$ cat config.mk
export PLATFORM = sky130hd
export DESIGN_NAME = rv_decode_stage
export DESIGN_NICKNAME = d
export VERILOG_FILES = /design/src/rtl/rv_decode_stage.sv
export SDC_FILE = /design/constraint.sdc
export NUM_CORES = 2
export LEC_CHECK = 0
export BUFFER_PORTS_ARGS = -buffer_cell sky130_fd_sc_hd__buf_2
export CORE_MARGIN = 4
export CORE_UTILIZATION = 60
export DETAILED_ROUTE_END_ITERATION = 10
export GPL_ROUTABILITY_DRIVEN = 0
export PLACE_DENSITY = 0.77
export SETUP_SLACK_MARGIN = 0.2
export SYNTH_ARGS = -nofsm -noshare
export SYNTH_HDL_FRONTEND = slang
export SYNTH_SLANG_ARGS = --single-unit
$ cat constraint.sdc
create_clock -name clk -period 4.6 [get_ports clk]
set_input_delay 0.46 -clock clk [delete_from_list [all_inputs] [get_ports clk]]
set_output_delay 0.46 -clock clk [all_outputs]
set_load 0.02 [all_outputs]
$ cat src/rtl/rv_decode_stage.sv
// rv_decode_stage
// RV32I decode / operand-fetch stage feeding the integer logic/shift unit.
// Decodes OP and OP-IMM, reads a 32-entry register file with writeback
// bypass, and holds the result in a single-entry valid/ready output register.
module rv_decode_stage #(
    parameter int WIDTH = 32,
    parameter int NREGS = 32
) (
    input  logic             clk,
    input  logic             rst,
    input  logic             flush,
    input  logic             in_valid,
    output logic             in_ready,
    input  logic [31:0]      in_instr,
    input  logic             wb_en,
    input  logic [4:0]       wb_rd,
    input  logic [WIDTH-1:0] wb_data,
    output logic             out_valid,
    input  logic             out_ready,
    output logic [WIDTH-1:0] out_ra,
    output logic [WIDTH-1:0] out_rb,
    output logic             out_alt,
    output logic [2:0]       out_funct3,
    output logic [4:0]       out_rd,
    output logic             out_is_lu,
    output logic             out_illegal
);

    localparam logic [6:0] OPC_OP     = 7'b0110011;
    localparam logic [6:0] OPC_OP_IMM = 7'b0010011;
    localparam logic [6:0] F7_ZERO    = 7'b0000000;
    localparam logic [6:0] F7_ALT     = 7'b0100000;

    // Register file (x0 entry exists but is never written and never read)
    logic [WIDTH-1:0] rf_q [NREGS];

    // Output register state and next-state
    logic             valid_q,   valid_d;
    logic [WIDTH-1:0] ra_q,      ra_d;
    logic [WIDTH-1:0] rb_q,      rb_d;
    logic             alt_q,     alt_d;
    logic [2:0]       funct3_q,  funct3_d;
    logic [4:0]       rd_q,      rd_d;
    logic             is_lu_q,   is_lu_d;
    logic             illegal_q, illegal_d;

    // Instruction fields
    logic [6:0] opcode_s;
    logic [6:0] funct7_s;
    logic [2:0] funct3_s;
    logic [4:0] rs1_s;
    logic [4:0] rs2_s;
    logic [4:0] rd_s;

    logic             wb_we_s;
    logic             accept_s;
    logic [WIDTH-1:0] rs1_val_s;
    logic [WIDTH-1:0] rs2_val_s;
    logic [WIDTH-1:0] imm_s;

    // Decoder outputs
    logic [WIDTH-1:0] dec_ra_s;
    logic [WIDTH-1:0] dec_rb_s;
    logic             dec_alt_s;
    logic             dec_legal_s;
    logic             dec_is_lu_s;

    assign opcode_s = in_instr[6:0];
    assign rd_s     = in_instr[11:7];
    assign funct3_s = in_instr[14:12];
    assign rs1_s    = in_instr[19:15];
    assign rs2_s    = in_instr[24:20];
    assign funct7_s = in_instr[31:25];
    assign imm_s    = {{(WIDTH-12){in_instr[31]}}, in_instr[31:20]};

    assign wb_we_s  = wb_en && (wb_rd != 5'd0);

    // in_ready depends only on the output register, never on in_valid
    assign in_ready = !valid_q || out_ready;
    assign accept_s = in_valid && in_ready && !flush;

    // Register file write port; reset clears every entry
    always_ff @(posedge clk) begin
        if (rst) begin
            for (int i = 0; i < NREGS; i++) begin
                rf_q[i] <= '0;
            end
        end else if (wb_we_s) begin
            rf_q[wb_rd] <= wb_data;
        end
    end

    // rs1 read port: x0 reads zero, a same-cycle writeback is forwarded
    always_comb begin
        rs1_val_s = '0;
        if (rs1_s == 5'd0) begin
            rs1_val_s = '0;
        end else if (wb_en && (wb_rd == rs1_s)) begin
            rs1_val_s = wb_data;
        end else begin
            rs1_val_s = rf_q[rs1_s];
        end
    end

    // rs2 read port: x0 reads zero, a same-cycle writeback is forwarded
    always_comb begin
        rs2_val_s = '0;
        if (rs2_s == 5'd0) begin
            rs2_val_s = '0;
        end else if (wb_en && (wb_rd == rs2_s)) begin
            rs2_val_s = wb_data;
        end else begin
            rs2_val_s = rf_q[rs2_s];
        end
    end

    // Decode OP / OP-IMM into operands, alt select and legality
    always_comb begin
        dec_ra_s    = '0;
        dec_rb_s    = '0;
        dec_alt_s   = 1'b0;
        dec_legal_s = 1'b0;
        case (opcode_s)
            OPC_OP: begin
                dec_ra_s    = rs1_val_s;
                dec_rb_s    = rs2_val_s;
                dec_alt_s   = in_instr[30];
                dec_legal_s = (funct7_s == F7_ZERO) ||
                              ((funct7_s == F7_ALT) &&
                               ((funct3_s == 3'b000) || (funct3_s == 3'b101)));
            end
            OPC_OP_IMM: begin
                dec_ra_s = rs1_val_s;
                dec_rb_s = imm_s;
                case (funct3_s)
                    3'b001: begin
                        dec_alt_s   = 1'b0;
                        dec_legal_s = (funct7_s == F7_ZERO);
                    end
                    3'b101: begin
                        dec_alt_s   = in_instr[30];
                        dec_legal_s = (funct7_s == F7_ZERO) || (funct7_s == F7_ALT);
                    end
                    default: begin
                        dec_alt_s   = 1'b0;
                        dec_legal_s = 1'b1;
                    end
                endcase
            end
            default: begin
                // Not an integer ALU format: operands forced to zero
                dec_ra_s    = '0;
                dec_rb_s    = '0;
                dec_alt_s   = 1'b0;
                dec_legal_s = 1'b0;
            end
        endcase
    end

    // Logic/shift unit owns SLL, XOR, SRL/SRA, OR, AND (and their immediates)
    always_comb begin
        dec_is_lu_s = 1'b0;
        case (funct3_s)
            3'b001, 3'b100, 3'b101, 3'b110, 3'b111: dec_is_lu_s = dec_legal_s;
            default:                                dec_is_lu_s = 1'b0;
        endcase
    end

    // Next-state of the output register: flush drops, accept loads, consume empties
    always_comb begin
        valid_d   = valid_q;
        ra_d      = ra_q;
        rb_d      = rb_q;
        alt_d     = alt_q;
        funct3_d  = funct3_q;
        rd_d      = rd_q;
        is_lu_d   = is_lu_q;
        illegal_d = illegal_q;
        if (flush) begin
            valid_d = 1'b0;
        end else if (accept_s) begin
            valid_d   = 1'b1;
            ra_d      = dec_ra_s;
            rb_d      = dec_rb_s;
            alt_d     = dec_alt_s;
            funct3_d  = funct3_s;
            rd_d      = rd_s;
            is_lu_d   = dec_is_lu_s;
            illegal_d = !dec_legal_s;
        end else if (valid_q && out_ready) begin
            valid_d = 1'b0;
        end else begin
            valid_d = valid_q;
        end
    end

    // Output register update with synchronous reset
    always_ff @(posedge clk) begin
        if (rst) begin
            valid_q   <= 1'b0;
            ra_q      <= '0;
            rb_q      <= '0;
            alt_q     <= 1'b0;
            funct3_q  <= 3'b000;
            rd_q      <= 5'd0;
            is_lu_q   <= 1'b0;
            illegal_q <= 1'b0;
        end else begin
            valid_q   <= valid_d;
            ra_q      <= ra_d;
            rb_q      <= rb_d;
            alt_q     <= alt_d;
            funct3_q  <= funct3_d;
            rd_q      <= rd_d;
            is_lu_q   <= is_lu_d;
            illegal_q <= illegal_d;
        end
    end

    assign out_valid   = valid_q;
    assign out_ra      = ra_q;
    assign out_rb      = rb_q;
    assign out_alt     = alt_q;
    assign out_funct3  = funct3_q;
    assign out_rd      = rd_q;
    assign out_is_lu   = is_lu_q;
    assign out_illegal = illegal_q;

endmodule

==> results.cfg <==
[run_status]
status = finished clean

[synth]
synthDistinctLibCells = 64
syn_area_um2 = 57990
synth_top_flop_cell = edfxtp_1
synth_edf_count = 1024
ys_top_cells_by_area = edfxtp_1 (53%), mux4_2 (19%), and2_1 (10%), mux2i_1 (4.0%), dfxtp_1 (2.6%)
yosysTopAreaCellShare_pct = 53.02
syn_avg_cell_area_um2 = 14.52
seq_area_frac_synth_pct = 55.65
yosys_warnings = 0
synth_cells = 3994
ys_top_cells_by_count = edfxtp_1 (1024), and2_1 (932), mux4_2 (484)
ys_async_sr_fraction_pct = 0
yosysTopAreaCell = edfxtp_1
synth.most_common_cell = edfxtp_1
synth-seq-cells = 1100

[place]
place.port_buffers = 151
dp_slack_ns = 0.9507
placed_cells = 5143
post-dp-hpwl_um = 114500

[worst_hold_path]
hp-start = in_instr[13]
hp-class = in2reg
whs_path_depth = 3
min_to = out_funct3[1]

[global_routing]
grt_antenna_before_repair = 14
track_usage_pct = 37.68
grt_pass1_wl_um = 274900
grt.overflow.total = 0
grt_max_degree = 112
grt_pass1_vias = 38775

[final_layout]
drive_gt1_share_pct = 25.57
fillerInstances = 6396
stdcell_count = 5396
area_growth_syn_to_layout_pct = 11.10
fin_nets = 4076

[die]
std_cell_rows = 113
core_area_um2 = 95440
ios = 152
initial_core_util_pct = 60.77
die_h_um = 318.9
dieArea_um2 = 101700
die_w_um = 318.9

[timing]
finClkSkew_ns = 0.02585
final_max_slew_viol_count = 0
period_share_pct = 70.39
layout_min_cycle_time_ns = 3.238
timing.setup.tns_ns = 0
finalSetupViolations = 0
final-hold-violation-count = 0
worst_pin_slew_ns = 1.325
hold_slack_ns = 0.02721
rsz0062_at_grt = false
setup_slack_ns = 1.362
slew_headroom_pct = 11.67
timing.fmax_mhz = 308.8

[clock_network]
cts_buffers = 113
clkSlewWorstSetupHoldPaths_ns = 0.06
h-tree-depth = 3
cts_root_buf = clkbuf_16
clkSinkCount = 1100
cts_setup_buffers = 0
cts_tree = done
clockBufferDepth = 3
worstSkewPairLatency_ns = 0.72

[drt]
drt-initial-drc-count = 7418
vias = 39598
wl_per_cell_um = 35.80
first_pass_iters = 7
routed_wl_um = 193200
viasPerCell = 7.338
drc_errors = 0
antenna_left = 0

[worst_setup_path]
path_class = in2reg
cp.arrival_ns = 3.82
cp.depth = 6
critPathSlowestCell = o21ai_2
cp_data_required_time_ns = 5.18
max_stage_delay_ns = 1.28
path_buf_inv = 1
r2r_slack_ns = 1.63
worstReg2RegEnd = out_rb[20]
crit_chain = buf_8 > xnor2_1 > nand4_1 > o21ai_2 > nor3_1 > a221oi_1
critPathLaunchType = primary input
worstRegToRegCells = 5
end_kind = flip-flop
critical-path-top-delay-family = compound AO/OA/AOI/OAI gates
critPathMaxFanout = 46
r2r_start = out_valid

[pwr]
ir_drop_uv = 322.2
power_mw = 24.00
power.density_nw_per_um2 = 372.5
leakage_nw = 22.58

[run]
maxCapViolations = 0
[stage by stage]
| step | util [%] | area [um2] |
|---|---|---|
| 6_report | 67.51 | 64430 |
| 2_1_floorplan | - | 58110 |
| 3_3_place_gp | 63.38 | 60480 |
| 5_1_grt | 67.44 | 64360 |
| 3_5_place_dp | 63.38 | 60480 |
| 4_1_cts | 67.44 | 64360 |
[flip-flops by register name, summed over array words and instances, names as in the netlist]
| register | cells |
|---|---|
| out_ra | 32 |
| rf_q | 1024 |
| out_rb | 32 |
| out_illegal | 1 |
| out_rd | 5 |
| out_funct3 | 3 |
| out_is_lu | 1 |
| out_alt | 1 |
| out_valid | 1 |
[where the power goes]
group	leakage (nW)	switching (mW)	internal, mW
clock	1.87	4.02	5.44
sequential	10.4	0.280	11.4
combinational	10.4	1.66	1.14
[worst register-to-register path: cells and delay by family (launching register included)]
| family | cells | cell delay (ns) |
|---|---|---|
| simple gates | 2 | 0.99 |
| flops | 1 | 0.31 |
| compound gates | 3 | 1.58 |
[cell families (layout without fill, tap and decap cells)]
group / count (synthesis) / after routing / share of synthesized area [%]
other cells: 1 / 61 / 0.006466
compound gates: 409 / 409 / 4.939
xor+xnor: 10 / 10 / 0.1510
mux: 730 / 730 / 23.07
simple gates: 1293 / 1293 / 12.99
flops: 1100 / 1100 / 55.65
buf+inv: 451 / 528 / 3.193
[cell usage in the layout, fill, tap and decap left out, types with 25 or more instances in the layout]
cell          n
or2_2        33
clkinv_2     27
a21oi_1      41
nor2_1       29
clkbuf_1     26
a22oi_1     110
nor3_1       82
nand2_1     130
o22ai_1      38
o21ai_0      52
o21ai_1      25
clkbuf_16   115
and2_1      931
mux2i_1     233
o211ai_1     31
buf_12       37
mux4_2      484
nor2_4       33
edfxtp_1   1024
diode_2      29
buf_4        96
conb_1       32
dfxtp_1      76
buf_2       145
[layer usage]
metal	global-route usage, %	part of all wire (%)	routed length [um]
met5	0	0.094	182
met4	17.71	5.3	10210
met3	14.66	17	32230
met2	55.34	44	85920
met1	50.03	33	64650
[what timing repair did]
action                                 in CTS  in global routing
endpoints found under the hold margin       8                  0
resized for setup                           0                  0
setup endpoints to repair                   0                  0
hold buffers                                8                  0
[layout make-up]
type	instances	area (um2)	area share (%)
Sequential cell	1100	32270	50.09
Multi-Input combinational cell	2474	24290	37.70
Clock buffer	155	3168	4.917
Timing Repair Buffer	291	2341	3.633
Tap cell	1265	1583	2.457
Clock inverter	61	625.6	0.9710
Inverter	21	81.33	0.1262
Antenna cell	29	72.57	0.1126
[worst max path at each step]
stage,from,end,slack (ns)
floorplan,wb_rd[2],rf_q[12][0],2.01
global placement,wb_en,rf_q[1][14],0.99
detailed placement,wb_en,rf_q[1][14],0.95
CTS,wb_en,rf_q[25][25],1.64
global route,in_instr[20],out_rb[30],1.40
finish,in_instr[20],out_rb[30],1.36
Power figures use the tool's default switching activity.
